**src/rtl/riscv_pkg.sv**
```systemverilog
// Shared encodings for the multicycle RISC-V controller and its datapath muxes.
// Latency: none (types and constants only).
// Backpressure: n/a.
package riscv_pkg;

  localparam logic [6:0] OP_LOAD   = 7'b0000011;
  localparam logic [6:0] OP_STORE  = 7'b0100011;
  localparam logic [6:0] OP_RTYPE  = 7'b0110011;
  localparam logic [6:0] OP_ITYPE  = 7'b0010011;
  localparam logic [6:0] OP_BRANCH = 7'b1100011;
  localparam logic [6:0] OP_JAL    = 7'b1101111;
  localparam logic [6:0] OP_JALR   = 7'b1100111;
  localparam logic [6:0] OP_LUI    = 7'b0110111;
  localparam logic [6:0] OP_AUIPC  = 7'b0010111;

  // Encoding 4'd15 is unused; the next-state logic recovers it to FETCH.
  typedef enum logic [3:0] {
    S_FETCH    = 4'd0,
    S_DECODE   = 4'd1,
    S_MEMADR   = 4'd2,
    S_MEMREAD  = 4'd3,
    S_MEMWB    = 4'd4,
    S_MEMWRITE = 4'd5,
    S_EXECR    = 4'd6,
    S_EXECI    = 4'd7,
    S_ALUWB    = 4'd8,
    S_BEQ      = 4'd9,
    S_JAL      = 4'd10,
    S_JALR     = 4'd11,
    S_LUI      = 4'd12,
    S_AUIPC    = 4'd13,
    S_HALT     = 4'd14
  } state_t;

  typedef enum logic [1:0] {
    RES_ALUOUT    = 2'b00,
    RES_DATA      = 2'b01,
    RES_ALURESULT = 2'b10
  } result_src_t;

  typedef enum logic [1:0] {
    SRCA_PC    = 2'b00,
    SRCA_OLDPC = 2'b01,
    SRCA_RD1   = 2'b10,
    SRCA_ZERO  = 2'b11
  } srca_t;

  typedef enum logic [1:0] {
    SRCB_RD2  = 2'b00,
    SRCB_IMM  = 2'b01,
    SRCB_FOUR = 2'b10
  } srcb_t;

  typedef enum logic [1:0] {
    ALUOP_ADD    = 2'b00,
    ALUOP_BRANCH = 2'b01,
    ALUOP_FUNCT  = 2'b10
  } aluop_t;

  typedef struct packed {
    logic        pc_update;
    logic        branch;
    logic        reg_write;
    logic        mem_write;
    logic        ir_write;
    logic        adr_src;
    result_src_t result_src;
    srca_t       alu_src_a;
    srcb_t       alu_src_b;
    aluop_t      alu_op;
    logic        halted;
  } ctrl_t;

endpackage

```
**src/rtl/mc_outdec.sv**
```systemverilog
// State-to-controls table for the multicycle main FSM (Moore outputs).
// Latency: purely combinational.
// Backpressure: mem_ready only qualifies the FETCH write strobes.
module mc_outdec
  import riscv_pkg::*;
(
  input  state_t state,
  input  logic   mem_ready,
  output ctrl_t  ctrl
);

  // Every field defaults to zero; each state raises only what it needs.
  always_comb begin
    ctrl = '0;
    case (state)
      S_FETCH: begin
        ctrl.adr_src    = 1'b0;
        ctrl.alu_src_a  = SRCA_PC;
        ctrl.alu_src_b  = SRCB_FOUR;
        ctrl.alu_op     = ALUOP_ADD;
        ctrl.result_src = RES_ALURESULT;
        ctrl.ir_write   = mem_ready;
        ctrl.pc_update  = mem_ready;
      end
      S_DECODE, S_AUIPC: begin
        ctrl.alu_src_a = SRCA_OLDPC;
        ctrl.alu_src_b = SRCB_IMM;
        ctrl.alu_op    = ALUOP_ADD;
      end
      S_MEMADR, S_JALR: begin
        ctrl.alu_src_a = SRCA_RD1;
        ctrl.alu_src_b = SRCB_IMM;
        ctrl.alu_op    = ALUOP_ADD;
      end
      S_MEMREAD: begin
        ctrl.adr_src    = 1'b1;
        ctrl.result_src = RES_ALUOUT;
      end
      S_MEMWB: begin
        ctrl.result_src = RES_DATA;
        ctrl.reg_write  = 1'b1;
      end
      S_MEMWRITE: begin
        ctrl.adr_src    = 1'b1;
        ctrl.result_src = RES_ALUOUT;
        ctrl.mem_write  = 1'b1;
      end
      S_EXECR: begin
        ctrl.alu_src_a = SRCA_RD1;
        ctrl.alu_src_b = SRCB_RD2;
        ctrl.alu_op    = ALUOP_FUNCT;
      end
      S_EXECI: begin
        ctrl.alu_src_a = SRCA_RD1;
        ctrl.alu_src_b = SRCB_IMM;
        ctrl.alu_op    = ALUOP_FUNCT;
      end
      S_LUI: begin
        ctrl.alu_src_a = SRCA_ZERO;
        ctrl.alu_src_b = SRCB_IMM;
        ctrl.alu_op    = ALUOP_ADD;
      end
      S_ALUWB: begin
        ctrl.result_src = RES_ALUOUT;
        ctrl.reg_write  = 1'b1;
      end
      S_BEQ: begin
        ctrl.alu_src_a  = SRCA_RD1;
        ctrl.alu_src_b  = SRCB_RD2;
        ctrl.alu_op     = ALUOP_BRANCH;
        ctrl.result_src = RES_ALUOUT;
        ctrl.branch     = 1'b1;
      end
      S_JAL: begin
        ctrl.alu_src_a  = SRCA_OLDPC;
        ctrl.alu_src_b  = SRCB_FOUR;
        ctrl.alu_op     = ALUOP_ADD;
        ctrl.result_src = RES_ALUOUT;
        ctrl.pc_update  = 1'b1;
      end
      S_HALT:  ctrl.halted = 1'b1;
      default: ctrl = '0;
    endcase
  end

endmodule

```
**src/rtl/mc_mainfsm.sv**
```systemverilog
// Main control FSM of the multicycle RISC-V core: sequences fetch/decode/execute.
// Latency: 3-5 cycles per instruction with mem_ready high; outputs are Moore.
// Backpressure: FETCH, MEMREAD and MEMWRITE hold one extra cycle per mem_ready=0.
module mc_mainfsm
  import riscv_pkg::*;
#(
  parameter int unsigned ILLEGAL_TRAP = 1
) (
  input  logic       clk,
  input  logic       reset,
  input  logic [6:0] op,
  input  logic       mem_ready,
  output logic       PCUpdate,
  output logic       Branch,
  output logic       RegWrite,
  output logic       MemWrite,
  output logic       IRWrite,
  output logic       AdrSrc,
  output logic [1:0] ResultSrc,
  output logic [1:0] ALUSrcA,
  output logic [1:0] ALUSrcB,
  output logic [1:0] ALUOp,
  output logic       halted
);

  state_t state, state_nxt;
  ctrl_t  ctrl;
  logic   mem_ready_gated;

  // State register; reset forces FETCH at once, independent of clk.
  always_ff @(posedge clk or posedge reset) begin
    if (reset) state <= S_FETCH;
    else       state <= state_nxt;
  end

  // Next-state logic; unknown encodings fall back to FETCH.
  always_comb begin
    state_nxt = S_FETCH;
    case (state)
      S_FETCH: state_nxt = mem_ready ? S_DECODE : S_FETCH;
      S_DECODE: begin
        case (op)
          OP_LOAD, OP_STORE: state_nxt = S_MEMADR;
          OP_RTYPE:          state_nxt = S_EXECR;
          OP_ITYPE:          state_nxt = S_EXECI;
          OP_BRANCH:         state_nxt = S_BEQ;
          OP_JAL:            state_nxt = S_JAL;
          OP_JALR:           state_nxt = S_JALR;
          OP_LUI:            state_nxt = S_LUI;
          OP_AUIPC:          state_nxt = S_AUIPC;
          default:           state_nxt = (ILLEGAL_TRAP != 0) ? S_HALT : S_FETCH;
        endcase
      end
      S_MEMADR:   state_nxt = (op == OP_LOAD) ? S_MEMREAD : S_MEMWRITE;
      S_MEMREAD:  state_nxt = mem_ready ? S_MEMWB : S_MEMREAD;
      S_MEMWB:    state_nxt = S_FETCH;
      S_MEMWRITE: state_nxt = mem_ready ? S_FETCH : S_MEMWRITE;
      S_EXECR, S_EXECI, S_LUI, S_AUIPC: state_nxt = S_ALUWB;
      S_ALUWB:    state_nxt = S_FETCH;
      S_BEQ:      state_nxt = S_FETCH;
      S_JALR:     state_nxt = S_JAL;
      S_JAL:      state_nxt = S_ALUWB;
      S_HALT:     state_nxt = S_HALT;
      default:    state_nxt = S_FETCH;
    endcase
  end

  // While reset is held the FETCH strobes must stay low.
  assign mem_ready_gated = mem_ready & ~reset;

  mc_outdec u_outdec (
    .state     (state),
    .mem_ready (mem_ready_gated),
    .ctrl      (ctrl)
  );

  assign PCUpdate  = ctrl.pc_update;
  assign Branch    = ctrl.branch;
  assign RegWrite  = ctrl.reg_write;
  assign MemWrite  = ctrl.mem_write;
  assign IRWrite   = ctrl.ir_write;
  assign AdrSrc    = ctrl.adr_src;
  assign ResultSrc = ctrl.result_src;
  assign ALUSrcA   = ctrl.alu_src_a;
  assign ALUSrcB   = ctrl.alu_src_b;
  assign ALUOp     = ctrl.alu_op;
  assign halted    = ctrl.halted;

endmodule

```
**config.mk**
```make
export PLATFORM = sky130hd
export DESIGN_NAME = mc_mainfsm
export DESIGN_NICKNAME = d
export VERILOG_FILES = /design/src/rtl/riscv_pkg.sv /design/src/rtl/mc_outdec.sv /design/src/rtl/mc_mainfsm.sv
export SDC_FILE = /design/constraint.sdc
export NUM_CORES = 1
export LEC_CHECK = 0
export ABC_AREA = 1
export BUFFER_PORTS_ARGS = -buffer_cell sky130_fd_sc_hd__buf_2
export CAP_MARGIN = 5
export CELL_PAD_IN_SITES_DETAIL_PLACEMENT = 0
export CELL_PAD_IN_SITES_GLOBAL_PLACEMENT = 1
export CORE_MARGIN = 2
export CORE_UTILIZATION = 32
export CTS_BUF_LIST = sky130_fd_sc_hd__clkbuf_2
export CTS_CLUSTER_SIZE = 30
export DETAILED_ROUTE_END_ITERATION = 16
export PLACE_DENSITY = 0.91
export RECOVER_POWER = 100
export SYNTH_ARGS = -nofsm -noshare
export SYNTH_HDL_FRONTEND = slang
export SYNTH_SLANG_ARGS = --single-unit
```
**constraint.sdc**
```tcl
create_clock -name clk -period 2.2 [get_ports clk]
set_input_delay 0.33 -clock clk [delete_from_list [all_inputs] [get_ports clk]]
set_output_delay 0.33 -clock clk [all_outputs]
set_load 0.1 [all_outputs]
```
* Yosys cells after proc, flatten, opt, wreduce, memory -nomap -nowiden
Cells that the tools add are included.
Storage, ports and cells: flip-flop bits (word level) 4, bits of input ports 10, output and inout bits 15
Cells by class: bitwise gates (word level) 2, reduce and logical (&&, ||, !) cells 7, mux-type cells 15, equality and inequality tests 23
Operators with widths (count):
- 4-bit one-hot mux with 8 select lines | 2
- 6-bit one-hot mux with 8 select lines | 1
- 4-bit == test (second input constant) | 7
- 7-bit by 6-bit == test with 1-bit output (second input constant) | 3
- 7-bit == test (second input constant) | 3
- 4-bit by 3-bit == test with 1-bit output (second input constant) | 4
- 7-bit by 5-bit == test with 1-bit output (second input constant) | 2
- 2-bit OR reduction | 5
- 3-bit 2-to-1 mux | 3
- 4-bit by 2-bit == test with 1-bit output (second input constant) | 2
- 7-bit by 2-bit == test with 1-bit output (second input constant) | 1
- 1-bit 2-to-1 mux | 7
- 5-bit OR reduction | 1
- 4-bit by 1-bit == test with 1-bit output (second input constant) | 1
- 4-bit zero test | 1
- 2-bit one-hot mux with 2 select lines | 1
- 1-bit one-hot mux with 2 select lines | 1
- 1-bit bitwise AND | 1
- 1-bit NOT | 1

* Longest topological paths before layout
Gate-level depths: netlist (run 1).
word-level depth 4, depth in mapped cells 9, mapped depth without buffers 9

* Modules after synthesis
Synthesis (run 1) repeated with hierarchy kept, for this count alone.
Unflattened totals: cells, all modules 114, area, all modules 601.8 µm²
By module, submodules not included:
- mc_mainfsm | area each 425.4 µm², sequential area each 100.1 µm², cells an instance 72, instances 1
- mc_outdec | area each 176.4 µm², sequential area each 0.0 µm², cells an instance 42, instances 1

* Least setup slack after synthesis (run 1)
No wires, ideal clock.
kind register -> output, from register state[2], to output port PCUpdate, required time 1.870 ns, cell stages (with the launch flop) 6, arrival time 3.038 ns, setup slack -1.168 ns, path buffers 0, cell sequence dfrtp_1 > nor2_2 > inv_2 > nor2_2 > nand2_1 > o21ai_1
Between the ends: longest elaborated chain between the ends 2, elaborated cells between the ends (all ways) 3, those cells by class eq/ne: 1; mux: 1; reduce/logical: 1
RTL lines:
- start, declared | line mc_mainfsm.sv:26 | state_t state, state_nxt;
- start signal, assigned | line mc_mainfsm.sv:33 | else state <= state_nxt;
- 4-bit == test or 4-bit zero test (tied branches) | line mc_outdec.sv:15 | case (state)
- 1-bit one-hot mux with 2 select lines * | line mc_outdec.sv:15
- end, declared | line mc_mainfsm.sv:13 | output logic PCUpdate,
Mark *: on every way between the ends. The rest lies on a longest branch, timed or not.

* Worst setup path after layout (run 1)
from register state[1], to output port ALUSrcB[0]
Between the ends: longest elaborated chain between the ends 3, elaborated cells between the ends (all ways) 13, those cells by class eq/ne: 9; mux: 1; reduce/logical: 3
RTL lines:
- 4-bit by 2-bit == test with 1-bit output, or another cell as far along | line mc_outdec.sv:15
- 2-bit OR reduction | line mc_outdec.sv:15
- 6-bit one-hot mux with 8 select lines * | line mc_outdec.sv:15
- end, declared | line mc_mainfsm.sv:21 | output logic [1:0] ALUSrcB,
Marks and branches as above.

==> flow_summary.yaml, run 1 <==
outcome:
  status: "finished, final reports clean"
cts:
  h-tree-depth: 1
  numCtsBuffers: 3
  cts_tree: "built"
  ctsRootBufferMaster: "clkbuf_2"
  postCtsSetupRepairBufs: 0
  clock_path_buffers: 2
  clock_sinks: 4
  cts.clk_slew.worst_paths_ns: 0.04
  insertion_delay_ns: 0.20
placed_design:
  dp.cells: 137
  portBuffers: 24
  place_ws_ns: 0.328
  placed_area_um2: 727
  dp_hpwl_um: 1290
  gp_congestion: 0.865
pwr:
  power_leakage_nw: 0.415
  p_total_mw: 0.164
  p_per_area_mw_per_mm2: 222
  ir_drop_mv: 0.253
sta:
  hold_viol: 0
  fin_ws_ns: 0.163
  fmax_ghz: 0.491
  slew_headroom_pct: 63.9
  setup_viol: 0
  whs_ns: 0.0983
  fin_skew_ns: 0.00499
  fin_crit_ns: 2.04
  rsz0062_at_grt: "false"
  fin_crit_sh_pct: 92.6
  final.setup.tns_ns: 0
  slew_viol_final: 0
  worst_slew_pin_slew_ns: 0.543
layout:
  nets: 136
  synthToLayoutAreaGrowth_pct: 40.0
  antenna-diode-count: 0
  drive_gt1_share_pct: 35.5
  fin_area_um2: 741
  largest_register: "state"
  multiInputGateArea_um2: 414
  fillers: 173
  final-seq-area_um2: 100
  largest_reg_flops: 4
  final_core_utilization_pct: 48.6
  reg_top3: "state (4)"
  instances_no_fill: 140
drt:
  first_pass_iters: 4
  viasPerCell: 4.97
  drt_first_iter_violations: 8
  drcViolationCount: 0
  totalWireLength_um: 1470
  ant_nets: 0
  dr_total_vias: 696
  post_drt_wl_per_cell_um: 10.5
setup_path:
  path_class: "reg -> out"
  cp-end-kind: "output port"
  cp.arrival_ns: 1.71
  worst-path-max-fanout: 6
  r2r-start: "state[3]"
  crit_start: "state[1]"
  cp-start-kind: "flip-flop"
  crit_required_ns: 1.87
yosys:
  synth_seq_cells: 4
  synth_cell_types: 18
  seq_area_frac_synth_pct: 18.9
  syn_nets: 107
  netlist_area_um2: 529
  syn_inst: 97
  yosysWarnings: 0
  synth_area_per_cell_um2: 5.46
global_route:
  first_global_vias: 568
  grt_first_pass_wirelength_um: 2300
  globalRouteTotalUtil_pct: 15.6
  grt-ovfl-total: 0
  grt_max_degree: 7
  antenna_found_initial: 0
die:
  core_mm2: 0.00152
  initial_core_util_pct: 34.7
  io_pins: 25
  fp.dieW_um: 44.7
  dieArea_mm2: 0.00200
  rows: 14
  die_y_um: 44.7
min_path:
  hp-class: "in -> async"
flow_run:
  timing.max_cap.violations: 0
## power breakdown
| group | total, mW | switching (mW) | internal (mW) |
|---|---|---|---|
| registers | 0.0740 | 0 | 0.0740 |
| logic | 0.0275 | 0.0175 | 0.00995 |
| clock network | 0.0630 | 0.0263 | 0.0366 |
| total | 0.164 | 0.0438 | 0.121 |
## cell families (layout without fill, tap and decap cells)
group                  after synthesis  in the layout  share of synthesized area, %
AOI/OAI and AO/OA                    9              9                          10.2
buffers and inverters               18             45                          12.8
and+or+nand+nor                     66             66                          58.2
DFF                                  4              4                          18.9
## area by class of cell
cell class	instances	share of cell area, %
inverters	18	9.12
multi-input cells	75	55.9
repair buffers	24	16.7
clock buffers	3	2.03
well taps	16	2.70
flip-flops and latches	4	13.5
## cell usage in the layout, fill, tap and decap left out, drive strengths merged
| cell | instances |
|---|---|
| clkbuf | 17 |
| nor3 | 3 |
| dfrtp | 4 |
| o21ai | 3 |
| inv | 18 |
| nand4 | 3 |
| nor2 | 25 |
| nand3 | 9 |
| o211ai | 2 |
| nand2 | 25 |
| and2 | 1 |
| buf | 10 |
| o2111ai | 1 |
| a21oi | 3 |
## worst paths after layout
kind	endpoint	slack [ns]	cells past startpoint
max in group asynchronous	state[3]	1.95	2
worst min register to register	state[0]	0.72	2
worst max-delay path	ALUSrcB[0]	0.16	8
worst max register to register	state[2]	0.84	7
worst min-delay path	state[0]	0.1	2
min in group clk	state[0]	0.40	3
## Yosys cell counts
cell | n | share of area (%)
o21ai_0 | 2 | 1.9
inv_2 | 3 | 2.1
inv_1 | 15 | 11
a21oi_1 | 3 | 2.8
o2111ai_1 | 1 | 1.7
nor3_2 | 1 | 1.9
nor2_2 | 5 | 5.9
nand4_1 | 3 | 3.5
nor3_1 | 2 | 1.9
dfrtp_1 | 4 | 19
and2_1 | 1 | 1.2
nor2_4 | 2 | 4.3
nand2_1 | 24 | 17
o21ai_1 | 1 | 0.94
nand3_1 | 9 | 8.5
nor2_1 | 18 | 13
nand2_2 | 1 | 1.2
o211ai_1 | 2 | 2.8
## critical path: stages (launching register included)
cell       delay, ns
dfrtp_1         0.43
inv_2           0.12
nand2_2         0.12
inv_1           0.08
nand2_1         0.06
inv_1           0.11
nor2_1          0.08
o2111ai_2       0.06
buf_2           0.45
## repair_timing
action                                  in CTS  in global routing
endpoints found under the setup margin       0                  2
hold buffers                                 0                  0
gates resized for setup                      0                  2
## metal layers
metal  vias up  GRT usage (%)  part of all wire, %
li1        364              -                    -
met1       312           18.9                   47
met2        20           27.2                   48
met3         0           1.22                  4.7
met4         0           7.88                    0
met5         -              0                    0
(Power assumes the default switching activity.)
==> inputs of run 2 (changes only) <==
--- a/config.mk
+++ b/config.mk
@@ -11,7 +11,7 @@
 export CELL_PAD_IN_SITES_DETAIL_PLACEMENT = 0
 export CELL_PAD_IN_SITES_GLOBAL_PLACEMENT = 1
 export CORE_MARGIN = 2
-export CORE_UTILIZATION = 32
+export CORE_UTILIZATION = 33
 export CTS_BUF_LIST = sky130_fd_sc_hd__clkbuf_2
 export CTS_CLUSTER_SIZE = 30
 export DETAILED_ROUTE_END_ITERATION = 16
@@ -19,4 +19,5 @@
 export RECOVER_POWER = 100
 export SYNTH_ARGS = -nofsm -noshare
 export SYNTH_HDL_FRONTEND = slang
+export SYNTH_HIERARCHICAL = 1
 export SYNTH_SLANG_ARGS = --single-unit
==> run 2 against run 1 <==
  * Register-to-register slack improved by 0.06 ns
  * Non-clock buffer count rose by 1
  * Worst setup slack got worse by 0.0026 ns
  * Critical endpoint is now PCUpdate
  * Worst hold slack improved by 0.41 ns
  * Synthesized area increased by 14%
  * First-iteration DRC count up 38%
  * Cell count rose by 19%
  * Sequential share of layout area shrank 0.95 points
  * Routed wire length down 2.7%
  * Highest routed layer is now met4
==> flow_summary.yaml, run 2 <==
die:
  rows: 15
  initial_core_util_pct: 34.9
  core_mm2: 0.00173
  fp.dieW_um: 46.7
  io_pins: 25
  die_y_um: 46.7
  dieArea_mm2: 0.00218
setup_path:
  path_cells: "dlygate4sd3_1 -> buf_2 -> nor2_1 -> inv_1 -> o21ai_1 -> clkbuf_2"
  cp-end-kind: "output port"
  reg2reg_depth: 5
  max_stage_delay_ns: 0.53
  cp-start-kind: "primary input"
  timing.rr.end: "state[0]"
  r2r-start: "state[1]"
  worst-path-max-fanout: 2
  path_class: "in -> out"
  slowest_stage: "dlygate4sd3_1"
  cp.arrival_ns: 1.71
  rrSetupSlack_ns: 0.90
  crit_required_ns: 1.87
layout:
  antenna-diode-count: 0
  largest_reg_flops: 4
  fin_area_um2: 797
  instances_no_fill: 167
  reg_top3: "state (4)"
  fillers: 209
  final_core_utilization_pct: 46.2
  drive_gt1_share_pct: 38.7
  final_cell_mix: "nand2_1 (26), nor2_1 (19), clkbuf_2 (18), nand3_1 (15), inv_1 (12)"
  multiInputGateArea_um2: 442
  final-seq-area_um2: 100
  largest_register: "state"
  nets: 154
  synthToLayoutAreaGrowth_pct: 32.4
  layout_commonest_cell: "nand2_1"
sta:
  fin_crit_sh_pct: 92.7
  hold_viol: 0
  rsz0062_at_grt: "false"
  worst_slew_pin_slew_ns: 0.542
  setup_viol: 0
  fin_skew_ns: 0.00726
  fin_crit_ns: 2.04
  fmax_ghz: 0.490
  slew_viol_final: 0
  slew_headroom_pct: 64.0
cts:
  cts_resized: 0
  clock_sinks: 4
  cts_tree: "built"
  holdBufCountCts: 1
  ctsRootBufferMaster: "clkbuf_2"
  cts.clk_slew.worst_paths_ns: 0.05
  numCtsBuffers: 3
  postCtsSetupRepairBufs: 0
  h-tree-depth: 1
  insertion_delay_ns: 0.21
  clock_path_buffers: 2
global_route:
  globalRouteTotalUtil_pct: 14.6
  antenna_found_initial: 0
  grt_first_pass_wirelength_um: 2330
  first_global_vias: 592
  grt_max_degree: 11
  grt_use_met2_pct: 29.2
  grt.busiest_layer: "met2"
  grtUsageMet3_pct: 0
  gr-usage-met1_pct: 16.3
  grt-ovfl-total: 0
yosys:
  async_flop_share_pct: 100
  synthTopCellsByCount: "nand2_1 (25), nor2_1 (25), nand3_1 (15)"
  synth_top_cell_by_area: "dfrtp_1"
  syn_inst: 114
  synth_flop_cell: "dfrtp_1"
  synth_seq_cells: 4
  syn_nets: 124
  netlist_area_um2: 602
  ys_top_cells_by_area: "dfrtp_1 (17%), nand2_1 (16%), nor2_1 (16%)"
  yosysWarnings: 6
  seq_area_frac_synth_pct: 16.6
  synth_edf_count: 0
  synth.top_cell.area_share_pct: 16.6
  synth_cell_types: 17
  synth_area_per_cell_um2: 5.28
drt:
  drt_first_iter_violations: 11
  post_drt_wl_per_cell_um: 8.57
  totalWireLength_um: 1430
  first_pass_iters: 4
  dr_total_vias: 766
  ant_nets: 0
  viasPerCell: 4.59
  drcViolationCount: 0
outcome:
  status: "finished, final reports clean"
placed_design:
  dp.cells: 163
  gp_congestion: 0.782
  dp_hpwl_um: 1230
  portBuffers: 24
  placed_area_um2: 777
min_path:
  hold_end: "state[2]"
  hp-class: "in -> reg"
  holdPathStages: 5
  hold_start: "mem_ready"
flow_run:
  timing.max_cap.violations: 0
==> run 2: changes by cell type in the layout (fill, tap and decap cells not counted), sizes merged, moves of 2 or more <==
cell	previous run	this run
nand2	25	34
nand3	9	16
inv	18	21
nor2	25	28
nor3	3	0
a21oi	3	1
==> run 2: metrics by stage <==
| stage | setup slack (ns) | hold WS [ns] | setup TNS (ns) |
|---|---|---|---|
| after CTS | 0.188 | 0.502 | 0 |
| after floorplan | -0.195 | 0.0961 | -0.291 |
| after global placement | 0.480 | 0.218 | 0 |
| after global routing | 0.0679 | 0.523 | 0 |
| after detailed placement | 0.474 | 0.222 | 0 |
| final | 0.161 | 0.509 | 0 |
==> run 2: area by class of cell <==
| class | instances | share of cell area [%] |
|---|---|---|
| inverters | 21 | 9.89 |
| repair buffers | 25 | 16.3 |
| multi-input cells | 89 | 55.4 |
| well taps | 25 | 3.92 |
| clock buffers | 3 | 1.88 |
| flip-flops and latches | 4 | 12.6 |
==> run 2: kinds of logic after synthesis <==
group | after synthesis | share of synthesized area (%)
flops | 4 | 16.6
compound gates | 6 | 6.24
simple gates | 83 | 64.0
buf+inv | 21 | 13.1
==> run 2: worst max path at each step <==
stage	from	end	slack, ns	cells after the start
floorplan	state[1]	PCUpdate	-0.19	3
global placement	state[0]	AdrSrc	0.48	5
detailed placement	state[2]	ALUSrcB[0]	0.47	6
CTS	reset	PCUpdate	0.19	6
global route	reset	PCUpdate	0.07	6
finish	reset	PCUpdate	0.16	6
==> run 2: routing by layer <==
metal	share of wire (%)	vias to the layer above	wire length, µm
met1	41	321	593
met3	3.8	4	54
li1	-	416	-
met4	1.6	0	23
met5	0	-	0
met2	53	25	760
==> run 2: worst max-delay path, delay by kind of cell <==
kind	cells	cell delay, ns
buffers and inverters	4	1.16
AOI/OAI and AO/OA	1	0.12
and+or+nand+nor	1	0.09
Power of run 2 is left out: the tool's default activity adds up to more than one toggle a clock period on the data nets, which glitch-free logic cannot reach.
==> inputs of run 3 (changes only) <==
--- a/config.mk
+++ b/config.mk
@@ -15,7 +15,7 @@
 export CTS_BUF_LIST = sky130_fd_sc_hd__clkbuf_2
 export CTS_CLUSTER_SIZE = 30
 export DETAILED_ROUTE_END_ITERATION = 16
-export PLACE_DENSITY = 0.91
+export PLACE_DENSITY_LB_ADDON = 0.1
 export RECOVER_POWER = 100
 export SYNTH_ARGS = -nofsm -noshare
 export SYNTH_HDL_FRONTEND = slang
==> run 3 against run 2 <==
  * First-iteration DRC count grew 64%
  * Cell count is the same
  * Critical path depth unchanged
  * Worst hold slack worse by 0.035 ns
  * Global-route usage up 0.72 points
  * Sequential share of layout area unchanged
  * Non-clock buffer count unchanged
  * Cell area stayed put
  * Count of clock-buffer cells in the layout did not move
  * Die area unchanged
  * Routed wire length rose by 4.7%
==> flow_summary.yaml, run 3 (same netlist as run 2, synthesis figures left out) <==
outcome:
  status: "finished, final reports clean"
sta:
  slew_headroom_pct: 63.5
  worst_slew_pin_slew_ns: 0.550
  fin_crit_sh_pct: 93.0
  fmax_ghz: 0.489
  hold_viol: 0
  slew_viol_final: 0
  fin_crit_ns: 2.05
  setup_viol: 0
  fin_skew_ns: 0.00764
  rsz0062_at_grt: "false"
global_route:
  globalRouteTotalUtil_pct: 15.3
  antenna_found_initial: 0
  grt_first_pass_wirelength_um: 2420
  grt-ovfl-total: 0
  first_global_vias: 633
  grt_max_degree: 11
drt:
  first_pass_iters: 4
  drt_first_iter_violations: 18
  viasPerCell: 4.62
  totalWireLength_um: 1500
  ant_nets: 0
  drcViolationCount: 0
  dr_total_vias: 771
  post_drt_wl_per_cell_um: 8.97
layout:
  drive_gt1_share_pct: 38.7
  multiInputGateArea_um2: 442
  final_core_utilization_pct: 46.2
  largest_register: "state"
  final-seq-area_um2: 100
  final_cell_mix: "nand2_1 (26), nor2_1 (19), clkbuf_2 (18), nand3_1 (15), inv_1 (12)"
  layout_commonest_cell: "nand2_1"
  antenna-diode-count: 0
  nets: 154
  instances_no_fill: 167
  reg_top3: "state (4)"
  largest_reg_flops: 4
  fillers: 211
  synthToLayoutAreaGrowth_pct: 32.4
min_path:
  hold_start: "mem_ready"
  hp-class: "in -> reg"
setup_path:
  r2r-start: "state[1]"
  crit_required_ns: 1.87
  worst-path-max-fanout: 2
  crit_start: "reset"
  cp-end-kind: "output port"
  cp.arrival_ns: 1.72
  path_class: "in -> out"
  cp-start-kind: "primary input"
cts:
  postCtsSetupRepairBufs: 0
  h-tree-depth: 1
  cts_tree: "built"
  cts.clk_slew.worst_paths_ns: 0.04
  ctsRootBufferMaster: "clkbuf_2"
  numCtsBuffers: 3
  insertion_delay_ns: 0.21
  clock_path_buffers: 2
  clock_sinks: 4
die:
  rows: 15
  dieArea_mm2: 0.00218
  die_y_um: 46.7
  core_mm2: 0.00173
  initial_core_util_pct: 34.9
  io_pins: 25
  fp.dieW_um: 46.7
placed_design:
  dp.cells: 163
  gp_congestion: 0.816
  portBuffers: 24
  dp_hpwl_um: 1240
flow_run:
  timing.max_cap.violations: 0
run 3: cell counts in the layout (fill, tap and decap cells not counted):
Identical to the previous run, type by type.
run 3: repair_timing:
action / in CTS / in global routing
endpoints found under the hold margin: 4 / 0
hold buffers: 1 / 0
resized for setup: 0 / 0
run 3: layout make-up:
class                           count  share of cell area [%]
Inverter                           21                    9.89
Multi-Input combinational cell     89                    55.4
Clock buffer                        3                    1.88
Timing Repair Buffer               25                    16.3
Tap cell                           25                    3.92
Sequential cell                     4                    12.6
run 3: worst max-delay path, stage by stage:
cell           delay (ns)
dlygate4sd3_1        0.53
buf_2                0.12
nor2_1               0.10
inv_1                0.06
o21ai_1              0.12
clkbuf_2             0.46
run 3: metrics by stage:
stage | area (µm²) | hold WS (ns) | setup slack [ns] | setup TNS, ns
3_3_place_gp | 777 | 0.221 | 0.473 | 0
5_1_grt | 797 | 0.477 | 0.0591 | 0
2_1_floorplan | 626 | 0.0961 | -0.195 | -0.291
4_1_cts | 802 | 0.469 | 0.179 | 0
3_5_place_dp | 777 | 0.223 | 0.477 | 0
6_report | 797 | 0.473 | 0.154 | 0
run 3: worst paths after layout:
kind                             to  cells past startpoint  slack [ns]
setup / recovery           PCUpdate                      6        0.15
hold / removal             state[0]                      3        0.47
setup reg to reg           state[0]                      5        0.91
hold reg to reg            state[3]                      2        0.71
max in group asynchronous  state[0]                      3        1.50
min in group asynchronous  state[1]                      3        0.54
run 3: routing by layer:
| metal | share of wire, % | GRT usage (%) | up-vias |
|---|---|---|---|
| met5 | 0 | 0 | - |
| met4 | 0.53 | 3.33 | 0 |
| met3 | 5.7 | 5.10 | 2 |
| met2 | 48 | 26.9 | 24 |
| met1 | 46 | 18.0 | 329 |
| li1 | - | - | 416 |
Power of run 3 is left out for the same reason.
